**config.mk**
```make
export PLATFORM = sky130hd
export DESIGN_NAME = uart_rx
export DESIGN_NICKNAME = d
export VERILOG_FILES = /design/src/rtl/uart_pkg.sv /design/src/rtl/uart_baud_tick.sv /design/src/rtl/uart_rx.sv
export SDC_FILE = /design/constraint.sdc
export NUM_CORES = 1
export LEC_CHECK = 0
export ABC_AREA = 1
export CORE_MARGIN = 8
export CORE_UTILIZATION = 60
export CTS_CLUSTER_SIZE = 40
export DETAILED_ROUTE_END_ITERATION = 12
export GPL_ROUTABILITY_DRIVEN = 0
export PLACE_DENSITY_LB_ADDON = 0.25
export SYNTH_ARGS = -nofsm -noshare
export SYNTH_HDL_FRONTEND = slang
export SYNTH_SLANG_ARGS = --single-unit
```
**constraint.sdc**
```tcl
create_clock -name clk -period 3.2 [get_ports clk]
set_input_delay 0.32 -clock clk [delete_from_list [all_inputs] [get_ports clk]]
set_output_delay 0.32 -clock clk [all_outputs]
set_load 0.02 [all_outputs]
```
**src/rtl/uart_pkg.sv**
```systemverilog
// Shared constants and the receiver state encoding for the UART receive path.
package uart_pkg;

    localparam int OVS        = 16;
    localparam int MID_SAMPLE = 7;
    localparam int DATA_BITS  = 8;

    typedef enum logic [2:0] {
        IDLE      = 3'd0,
        START     = 3'd1,
        DATA      = 3'd2,
        PARITY    = 3'd3,
        STOP      = 3'd4,
        WAIT_IDLE = 3'd5
    } rx_state_e;

endpackage

```
**src/rtl/uart_baud_tick.sv**
```systemverilog
// 16x oversample tick generator: one-clock tick every CLK_HZ/(BAUD*16) clocks (minimum 1).
module uart_baud_tick
    import uart_pkg::*;
#(
    parameter int CLK_HZ = 50000000,
    parameter int BAUD   = 9600
) (
    input  logic clk,
    input  logic rst,
    input  logic clr,
    output logic tick
);

    localparam int DIV_RAW = CLK_HZ / (BAUD * OVS);
    localparam int DIV     = (DIV_RAW < 1) ? 1 : DIV_RAW;
    localparam int CW      = (DIV > 1) ? $clog2(DIV) : 1;
    localparam logic [CW-1:0] LAST = CW'(DIV - 1);

    logic [CW-1:0] r_cnt;

    // Clearing on the start edge phase-aligns every later tick to that edge.
    always_ff @(posedge clk or posedge rst) begin
        if (rst) begin
            r_cnt <= '0;
        end else if (clr || (r_cnt == LAST)) begin
            r_cnt <= '0;
        end else begin
            r_cnt <= r_cnt + 1'b1;
        end
    end

    assign tick = !clr && (r_cnt == LAST);

endmodule

```
**src/rtl/uart_rx.sv**
```systemverilog
// UART receiver, 8N1 by default; define UART_RX_PARITY_EN for 8E1 with parity checking.
// sgn is an active-low one-clock strobe marking the cycle data is updated.
module uart_rx
    import uart_pkg::*;
#(
    parameter int CLK_HZ = 50000000,
    parameter int BAUD   = 9600
) (
    input  logic       clk,
    input  logic       rst,
    input  logic       rx,
    output logic [7:0] data,
    output logic       sgn,
    output logic       busy,
    output logic       frame_err,
    output logic       parity_err,
    output rx_state_e  o_dbg_state
);

    localparam logic [3:0] MID_CNT  = 4'(MID_SAMPLE);
    localparam logic [3:0] LAST_CNT = 4'(OVS - 1);
    localparam logic [2:0] LAST_BIT = 3'(DATA_BITS - 1);

    rx_state_e  r_state, w_state_nxt;
    logic       r_sync1, r_sync2, r_prev;
    logic [3:0] r_tick_cnt;
    logic [2:0] r_bit_cnt;
    logic [7:0] r_shift, r_data;
    logic       r_sgn_n, r_frame_err, r_par_bad;
    logic       w_tick, w_fall, w_mid_start, w_mid_bit;
    logic       w_clr, w_shift_en, w_load, w_ferr, w_perr;

    uart_baud_tick #(.CLK_HZ(CLK_HZ), .BAUD(BAUD)) u_tick (
        .clk  (clk),
        .rst  (rst),
        .clr  (w_clr),
        .tick (w_tick)
    );

    always_ff @(posedge clk or posedge rst) begin
        if (rst) begin
            r_sync1 <= 1'b1;
            r_sync2 <= 1'b1;
            r_prev  <= 1'b1;
        end else begin
            r_sync1 <= rx;
            r_sync2 <= r_sync1;
            r_prev  <= r_sync2;
        end
    end

    assign w_fall      = r_prev && !r_sync2;
    assign w_mid_start = w_tick && (r_tick_cnt == MID_CNT);
    assign w_mid_bit   = w_tick && (r_tick_cnt == LAST_CNT);

    always_ff @(posedge clk or posedge rst) begin
        if (rst) r_state <= IDLE;
        else     r_state <= w_state_nxt;
    end

    always_comb begin
        w_state_nxt = r_state;
        w_clr       = 1'b0;
        w_shift_en  = 1'b0;
        w_load      = 1'b0;
        w_ferr      = 1'b0;
        w_perr      = 1'b0;
        case (r_state)
            IDLE: begin
                if (w_fall) begin
                    w_clr       = 1'b1;
                    w_state_nxt = START;
                end
            end
            START: begin
                if (w_mid_start) w_state_nxt = r_sync2 ? IDLE : DATA;
            end
            DATA: begin
                if (w_mid_bit) begin
                    w_shift_en = 1'b1;
`ifdef UART_RX_PARITY_EN
                    if (r_bit_cnt == LAST_BIT) w_state_nxt = PARITY;
`else
                    if (r_bit_cnt == LAST_BIT) w_state_nxt = STOP;
`endif
                end
            end
`ifdef UART_RX_PARITY_EN
            PARITY: begin
                if (w_mid_bit) begin
                    w_perr      = (r_sync2 != ^r_shift);
                    w_state_nxt = STOP;
                end
            end
`endif
            STOP: begin
                if (w_mid_bit) begin
                    if (r_sync2) begin
                        w_load      = !r_par_bad;
                        w_state_nxt = IDLE;
                    end else begin
                        w_ferr      = 1'b1;
                        w_state_nxt = WAIT_IDLE;
                    end
                end
            end
            WAIT_IDLE: begin
                if (r_sync2) w_state_nxt = IDLE;
            end
            default: w_state_nxt = IDLE;
        endcase
    end

    always_ff @(posedge clk or posedge rst) begin
        if (rst) begin
            r_tick_cnt  <= '0;
            r_bit_cnt   <= '0;
            r_shift     <= '0;
            r_data      <= '0;
            r_sgn_n     <= 1'b1;
            r_frame_err <= 1'b0;
            r_par_bad   <= 1'b0;
        end else begin
            r_sgn_n     <= !w_load;
            r_frame_err <= w_ferr;
            // Tick count restarts at mid start bit so later samples land mid-bit on 15.
            if (w_clr || (r_state == START && w_mid_start)) begin
                r_tick_cnt <= '0;
            end else if (w_tick && r_state != IDLE && r_state != WAIT_IDLE) begin
                r_tick_cnt <= r_tick_cnt + 1'b1;
            end
            if (w_clr) begin
                r_bit_cnt <= '0;
                r_par_bad <= 1'b0;
            end else if (w_perr) begin
                r_par_bad <= 1'b1;
            end
            if (w_shift_en) begin
                r_shift <= {r_sync2, r_shift[7:1]};
                if (r_bit_cnt != LAST_BIT) r_bit_cnt <= r_bit_cnt + 1'b1;
            end
            if (w_load) r_data <= r_shift;
        end
    end

`ifdef UART_RX_PARITY_EN
    logic r_parity_err;
    always_ff @(posedge clk or posedge rst) begin
        if (rst) r_parity_err <= 1'b0;
        else     r_parity_err <= w_perr;
    end
    assign parity_err = r_parity_err;
`else
    assign parity_err = 1'b0;
`endif

    assign data        = r_data;
    assign sgn         = r_sgn_n;
    assign busy        = (r_state != IDLE) || w_fall;
    assign frame_err   = r_frame_err;
    assign o_dbg_state = r_state;

endmodule
```
==> results of run 1 <==
## kinds of logic (layout without fill, tap and decap cells)
| logic type | after synthesis | count (layout) | synth area share, % |
|---|---|---|---|
| adders and majority gates | 5 | 5 | 3.06 |
| and+or+nand+nor | 110 | 110 | 29.7 |
| buffers and inverters | 39 | 61 | 8.07 |
| DFF | 40 | 40 | 49.2 |
| other | 1 | 1 | 0.183 |
| AOI/OAI and AO/OA | 30 | 30 | 9.85 |
## synth_stat cells (4+ instances only)
| library cell | number | area share [%] |
|---|---|---|
| dfstp_2 | 4 | 5.1 |
| inv_2 | 6 | 1.1 |
| a21oi_1 | 5 | 1.2 |
| o21ai_2 | 10 | 4.3 |
| nor2_4 | 5 | 2.8 |
| ha_1 | 5 | 3.1 |
| nor3_1 | 5 | 1.2 |
| nand4_1 | 4 | 1.2 |
| dfrtp_1 | 36 | 44 |
| o21ai_1 | 6 | 1.5 |
| o21ai_0 | 7 | 1.7 |
| inv_1 | 30 | 5.5 |
| nand3_1 | 10 | 2.4 |
| nand2_2 | 7 | 2.1 |
| nand2_1 | 49 | 9.0 |
| nor2_1 | 19 | 3.5 |
## area by class of cell
| class | count | area [um2] | share of cell area (%) |
|---|---|---|---|
| clock buffers | 6 | 41.3 | 1.80 |
| multi-input cells | 146 | 875 | 38.1 |
| flip-flops and latches | 40 | 1010 | 43.8 |
| repair buffers | 17 | 168 | 7.31 |
| well taps | 46 | 57.6 | 2.51 |
| inverters | 36 | 135 | 5.89 |
| clock inverters | 2 | 12.5 | 0.545 |
## worst max path at each step
stage | endpoint | slack [ps] | depth (start not counted)
after global routing | busy | 910 | 5
after floorplan | data[0] | 1680 | 10
after global placement | busy | 1460 | 5
final | busy | 1060 | 5
after CTS | busy | 1030 | 5
after detailed placement | busy | 1430 | 5
## critical path, cell delays in order, from the launching register on
cell	delay [ps]
dfrtp_1	460
nor2_4	210
nand2_2	90
nor2_1	140
inv_1	50
clkdlybuf4s50_1	530
## registers in the layout, indices dropped and copies added (netlist names)
register      cells
sgn               1
r_bit_cnt         3
frame_err         1
data              8
r_prev            1
r_sync1           1
u_tick.r_cnt      9
r_shift           8
r_sync2           1
o_dbg_state       3
r_tick_cnt        4
## per-layer routing
metal / up-vias / GRT usage (%) / part of all wire [%]
met5: - / 0 / 0
met4: 0 / 5.43 / 0.97
met3: 4 / 5.26 / 5.6
met2: 21 / 20.6 / 45
met1: 664 / 17.1 / 49
li1: 752 / - / -
## where the power goes
part | total (W) | switching, W | internal, W
Sequential | 0.000621 | 0.0000622 | 0.000559
Combinational | 0.000430 | 0.000281 | 0.000149
Clock | 0.000241 | 0.000156 | 0.0000848
## through the flow
| step | setup WS, ps | area (um2) | cells | hold WS [ps] |
|---|---|---|---|---|
| after detailed placement | 1430 | 2240 | 285 | 348 |
| after global placement | 1460 | 2240 | 285 | 345 |
| after floorplan | 1680 | 2050 | 225 | 324 |
| final | 1060 | 2290 | 293 | 312 |
| after CTS | 1030 | 2290 | 293 | 314 |
| after global routing | 912 | 2290 | 293 | 332 |
==> flow_metrics.py, run 1 <==
metrics = {
    "power_and_ir_drop": {
        "ir_drop_mv": 0.359,
        "p_leak_nw": 1.07,
        "power_density_nw_per_um2": 563,
        "finalPower_w": 0.00129,
    },
    "worst_setup_path": {
        "cp-end-kind": "output pin",
        "worstPathMaxFanout": 5,
        "rr_worst_depth": 7,
        "worstReg2RegStart": "r_tick_cnt[0]",
        "worstPathArrival_ps": 1820,
        "r2r-end": "r_shift[3]",
        "crit_start": "o_dbg_state[0]",
        "rrSetupSlack_ps": 1540,
        "required_ps": 2880,
        "cp-start-kind": "register",
        "path_class": "register to output pin",
    },
    "drt": {
        "wl_per_cell_um": 11.6,
        "drt-pass1-iter-count": 4,
        "vias": 1441,
        "drt_iter0_markers": 116,
        "ant_nets": 0,
        "viasPerCell": 4.92,
        "routed_wl_mm": 3.39,
        "drc": 0,
    },
    "worst_hold_path": {
        "hp-class": "primary input to async pin",
    },
    "timing": {
        "relSlewSlack_pct": 63.7,
        "fin_skew_ps": 8.93,
        "final_hold_viol_count": 0,
        "tns_ps": 0,
        "drv_slew": 0,
        "finalSetupViolCount": 0,
        "tightest_slew_ps": 544,
        "period_minus_slack_ps": 2140,
        "fmax_mhz": 467,
        "period_share_pct": 67.0,
        "rsz0062_at_grt": "no",
    },
    "global_routing": {
        "grt_pass1_wl_mm": 5.83,
        "grt_usage_pct": 13.7,
        "antenna_found_initial": 0,
        "grt_pass1_vias": 1360,
        "grt_overflow": 0,
        "grt_max_degree": 28,
    },
    "clock_tree": {
        "root_buffer": "clkbuf_4",
        "cts_resized": 0,
        "cts_tree": "yes",
        "htreeDepth": 2,
        "clk_pin_slew_ps": 110,
        "cts.sinks": 40,
        "clk_latency_ps": 340,
        "numCtsBuffers": 5,
        "ctsLongestPathBuffers": 2,
        "postCtsHoldBufs": 0,
        "post_cts_buffers": 0,
    },
    "final_layout": {
        "drive_above_1_share_pct": 21.1,
        "area_growth_pct": 12.2,
        "final_nets": 254,
        "diodes": 0,
        "fin_util_pct": 69.3,
        "final.fill_count": 285,
        "mostFrequentLayoutCells": "nand2_1, dfrtp_1, inv_1",
        "final_common_cell": "nand2_1",
    },
    "floorplan": {
        "rows": 21,
        "die_w_um": 74.4,
        "core_area_um2": 3310,
        "io_pins": 18,
        "design.die.area_um2": 5530,
        "die_h_um": 74.4,
        "start_util_pct": 61.8,
    },
    "synthesis": {
        "synth-async-reset-ratio_pct": 100,
        "syn_area_per_cell_um2": 9.09,
        "synth-edff-count": 0,
        "ys_seq_area_share_pct": 49.2,
        "syn_nets": 233,
        "ys_ff_latch": 40,
        "yosysWarnings": 0,
        "synth_ff_type": "dfrtp_1",
        "synthDistinctLibCells": 27,
        "syn_inst": 225,
        "syn_area_um2": 2050,
    },
    "run_status": {
        "status": "complete, no violations",
    },
    "placed_design": {
        "place_hpwl_mm": 2.58,
        "port_buffers": 16,
    },
    "run": {
        "drv_cap": 0,
    },
}
Power figures use the tool's default switching activity.
==> run 2, diff against run 1 <==
- CORE_UTILIZATION: 60 -> 51
- clock period: 3.2 -> 1.9 ns (I/O delays scaled with it)
==> flow_metrics.py, run 2 (synthesis results as in run 1) <==
metrics = {
    "run_status": {
        "status": "complete, no violations",
    },
    "worst_hold_path": {
        "hold_depth": 1,
        "holdPathEnd": "r_sync1",
        "hold_start": "rx",
        "hp-class": "primary input to register",
    },
    "clock_tree": {
        "ctsLongestPathBuffers": 2,
        "root_buffer": "clkbuf_8",
        "cts_resized": 1,
        "post_cts_buffers": 0,
        "cts.sinks": 40,
        "clk_latency_ps": 290,
        "postCtsHoldBufs": 0,
        "cts_tree": "yes",
        "clk_pin_slew_ps": 80,
        "htreeDepth": 2,
        "numCtsBuffers": 5,
    },
    "global_routing": {
        "grt_max_degree": 41,
        "antenna_found_initial": 0,
        "grt_pass1_vias": 1440,
        "grt_usage_pct": 13.2,
        "grt_pass1_wl_mm": 6.50,
        "grt_overflow": 0,
    },
    "worst_setup_path": {
        "worstPathMaxFanout": 5,
        "cp-end-kind": "output pin",
        "cpMaxStageDelayCell": "dfrtp_1",
        "critical_path_buf_inv_count": 2,
        "path_class": "register to output pin",
        "path_cells": "nor2_4 -> nand2_2 -> nor2_1 -> inv_1 -> dlygate4sd2_1",
        "rrSetupSlack_ps": 230,
        "cp_top_family": "simple AND/OR/NAND/NOR gates",
        "max_stage_delay_ps": 450,
        "worstPathArrival_ps": 1600,
        "required_ps": 1710,
        "worstReg2RegStart": "u_tick.r_cnt[0]",
        "cp-start-kind": "register",
        "rr_worst_depth": 8,
        "r2r-end": "r_shift[4]",
    },
    "floorplan": {
        "core_area_um2": 3940,
        "io_pins": 18,
        "die_h_um": 79.3,
        "design.die.area_um2": 6290,
        "start_util_pct": 51.9,
        "die_w_um": 79.3,
        "rows": 23,
    },
    "power_and_ir_drop": {
        "clkPwrFrac_pct": 30.0,
        "ir_drop_mv": 0.778,
        "power_density_nw_per_um2": 1070,
        "pwr-share-comb_pct": 28.5,
        "finalPower_w": 0.00253,
        "switching_share_pct": 34.8,
        "p_leak_nw": 1.10,
        "intPower_w": 0.00165,
        "p_sw_w": 0.000879,
        "p_seq_share_pct": 41.4,
    },
    "timing": {
        "finalSetupViolCount": 0,
        "period_minus_slack_ps": 1790,
        "fmax_mhz": 560,
        "fin_skew_ps": 4.90,
        "final_hold_viol_count": 0,
        "drv_slew": 0,
        "holdWs_ps": 297,
        "tns_ps": 0,
        "period_share_pct": 94.0,
        "rsz0062_at_grt": "no",
    },
    "final_layout": {
        "area_growth_pct": 15.9,
        "mostFrequentLayoutCells": "nand2_1, dfrtp_1, inv_1",
        "final.fill_count": 336,
        "drive_above_1_share_pct": 21.5,
        "fin_util_pct": 60.1,
        "diodes": 0,
        "largest_reg_flops": 9,
        "final_common_cell": "nand2_1",
        "largest-register": "u_tick.r_cnt",
        "final_nets": 254,
    },
    "drt": {
        "drt_iter0_markers": 42,
        "wl_per_cell_um": 12.4,
        "viasPerCell": 5.02,
        "vias": 1490,
        "ant_nets": 0,
        "drc": 0,
        "drt-pass1-iter-count": 4,
        "routed_wl_mm": 3.68,
    },
    "placed_design": {
        "place_hpwl_mm": 2.63,
        "port_buffers": 16,
    },
    "run": {
        "drv_cap": 0,
    },
}
[run 2: layout make-up]
class                      count  area [um2]  area share [%]
clock buffer                   7        96.3            4.06
clock inverter                 1        30.0            1.27
inverter                      36         135            5.70
sequential                    40        1010            42.4
timing repair buffer          17         166            7.02
multi-input combinational    146         875            36.9
tap                           50        62.6            2.64
[run 2: worst max path at each step]
stage	startpoint	depth (start not counted)	slack [ps]	to
final	o_dbg_state[0]	5	110	busy
after detailed placement	r_tick_cnt[0]	7	210	r_shift[4]
after global placement	o_dbg_state[0]	5	240	busy
after CTS	o_dbg_state[0]	5	120	busy
after global routing	o_dbg_state[0]	5	10	busy
after floorplan	u_tick.r_cnt[0]	10	380	data[0]
[run 2: power by group through the flow]
stage / Sequential [W] / Clock (W) / Combinational, W
5_1_grt: 0.00106 / 0.000813 / 0.000810
2_1_floorplan: 0.00108 / 0 / 0.000522
4_1_cts: 0.00105 / 0.000778 / 0.000723
6_report: 0.00105 / 0.000758 / 0.000721
3_3_place_gp: 0.00106 / 0 / 0.000717
3_5_place_dp: 0.00106 / 0 / 0.000726
[run 2: stage by stage]
step / setup WS (ps) / instance area [um2] / std cells
5_1_grt: 9.59 / 2370 / 297
4_1_cts: 116 / 2370 / 297
3_5_place_dp: 208 / 2250 / 289
2_1_floorplan: 377 / 2050 / 225
6_report: 113 / 2370 / 297
3_3_place_gp: 245 / 2250 / 289
[run 2: worst register-to-register path: stages, from the launching register on]
cell	delay, ps
dfrtp_1	410
inv_1	70
ha_1	150
nand2_2	90
nor2_8	150
nand4_4	160
nor2_4	370
nand2_1	110
o21ai_1	100
[run 2: per-layer routing]
metal  share of wire, %  track usage, %  vias to the layer above
li1                   -               -                      749
met4               0.71            6.11                        0
met1                 45            15.6                      718
met2                 50            21.2                       21
met3                3.8            4.18                        2
met5                  0               0                        -
==> run 3, diff against run 2 <==
- CORE_MARGIN: 8 -> default
==> flow_metrics.py, run 3 (synthesis results as in run 1) <==
metrics = {
    "clock_tree": {
        "ctsLongestPathBuffers": 2,
        "clk_pin_slew_ps": 80,
        "htreeDepth": 2,
        "root_buffer": "clkbuf_8",
        "postCtsHoldBufs": 0,
        "clk_latency_ps": 290,
        "numCtsBuffers": 5,
        "cts_tree": "yes",
        "cts.sinks": 40,
    },
    "drt": {
        "viasPerCell": 5.00,
        "drt_iter0_markers": 57,
        "drc": 0,
        "drt-pass1-iter-count": 4,
        "routed_wl_mm": 3.48,
        "vias": 1476,
        "ant_nets": 0,
        "wl_per_cell_um": 11.8,
    },
    "power_and_ir_drop": {
        "ir_drop_mv": 0.727,
        "power_density_nw_per_um2": 992,
        "p_leak_nw": 1.08,
        "finalPower_w": 0.00231,
    },
    "final_layout": {
        "fin_util_pct": 62.2,
        "final_common_cell": "nand2_1",
        "area_growth_pct": 13.8,
        "drive_above_1_share_pct": 20.6,
        "diodes": 0,
        "mostFrequentLayoutCells": "nand2_1, dfrtp_1, inv_1",
        "largest_reg_flops": 9,
        "largest-register": "u_tick.r_cnt",
        "final.fill_count": 329,
        "final_nets": 254,
    },
    "worst_setup_path": {
        "worstReg2RegStart": "r_tick_cnt[0]",
        "path_class": "register to output pin",
        "max_stage_delay_ps": 460,
        "crit_start": "o_dbg_state[0]",
        "cp-end-kind": "output pin",
        "cp-start-kind": "register",
        "path_cells": "nor2_4 -> nand2_2 -> nor2_1 -> inv_1 -> dlygate4sd2_1",
        "worstPathMaxFanout": 5,
        "worstPathArrival_ps": 1560,
        "cpMaxStageDelayCell": "dfrtp_1",
        "required_ps": 1710,
    },
    "global_routing": {
        "grt_max_degree": 41,
        "grt_overflow": 0,
        "grt_usage_pct": 19.3,
        "antenna_found_initial": 0,
        "grt_pass1_wl_mm": 6.15,
        "grt_pass1_vias": 1409,
    },
    "timing": {
        "drv_slew": 0,
        "holdWs_ps": 300,
        "rsz0062_at_grt": "no",
        "final_hold_viol_count": 0,
        "fin_skew_ps": 7.11,
        "period_minus_slack_ps": 1750,
        "finalSetupViolCount": 0,
        "fmax_mhz": 570,
        "period_share_pct": 92.3,
        "tns_ps": 0,
    },
    "floorplan": {
        "io_pins": 18,
        "core_area_um2": 3740,
        "die_h_um": 65.3,
        "die_w_um": 65.3,
        "start_util_pct": 54.6,
        "rows": 22,
        "design.die.area_um2": 4270,
    },
    "run": {
        "drv_cap": 0,
    },
    "run_status": {
        "status": "complete, no violations",
    },
    "worst_hold_path": {
        "hp-class": "primary input to async pin",
    },
    "placed_design": {
        "port_buffers": 16,
        "place_hpwl_mm": 2.55,
    },
}
## run 3: changes by cell type in the layout (fill, tap and decap cells not counted)
cell and delta:
clkbuf_1 +2, clkinv_4 +1, bufinv_16 -1, clkbuf_8 -2
## run 3: where the power goes
| part | switching (W) | total (W) | internal (W) |
|---|---|---|---|
| Sequential | 0.000110 | 0.00105 | 0.000942 |
| Clock | 0.000291 | 0.000553 | 0.000262 |
| Combinational | 0.000466 | 0.000704 | 0.000238 |
| Total | 0.000867 | 0.00231 | 0.00144 |
## run 3: layout make-up
class                           instances  area, um2  area share [%]
Clock buffer                            7       76.3            3.28
Clock inverter                          1       8.76           0.376
Inverter                               36        135            5.81
Multi-Input combinational cell        146        875            37.6
Sequential cell                        40       1010            43.2
Tap cell                               48       60.1            2.58
Timing Repair Buffer                   17        166            7.15
## run 3: final timing paths
path,end,slack [ps],depth (start not counted)
max,busy,150,5
min,u_tick.r_cnt[6],300,3
max reg2reg,r_shift[6],220,7
min reg2reg,r_sync2,370,0
max in group asynchronous,r_sync2,1230,3
min in group clk,r_sync1,300,1
## run 3: repair_timing
item / 4_1_cts / 5_1_grt
hold endpoints to repair: 0 / 0
resized for setup: 1 / 0
buffers inserted: 0 / 0
setup endpoints to repair: 1 / 0
## run 3: metrics by stage
stage / cell area [um2] / instances / setup slack (ps)
2_1_floorplan: 2050 / 225 / 377
3_3_place_gp: 2240 / 287 / 232
3_5_place_dp: 2240 / 287 / 203
4_1_cts: 2330 / 295 / 129
5_1_grt: 2330 / 295 / 23.9
6_report: 2330 / 295 / 146
## run 3: worst max-delay path: cells and delay by family (launching register included)
family	cells	cell delay, ps
buf+inv	2	360
flops	1	460
simple gates	3	440
## run 3: metal layers
metal  up-vias  track usage, %  part of all wire [%]
met4         0            6.25                   1.5
met1       692            24.3                    48
met5         -               0                     0
li1        750               -                     -
met2        26            31.8                    47
met3         8            5.38                   3.1
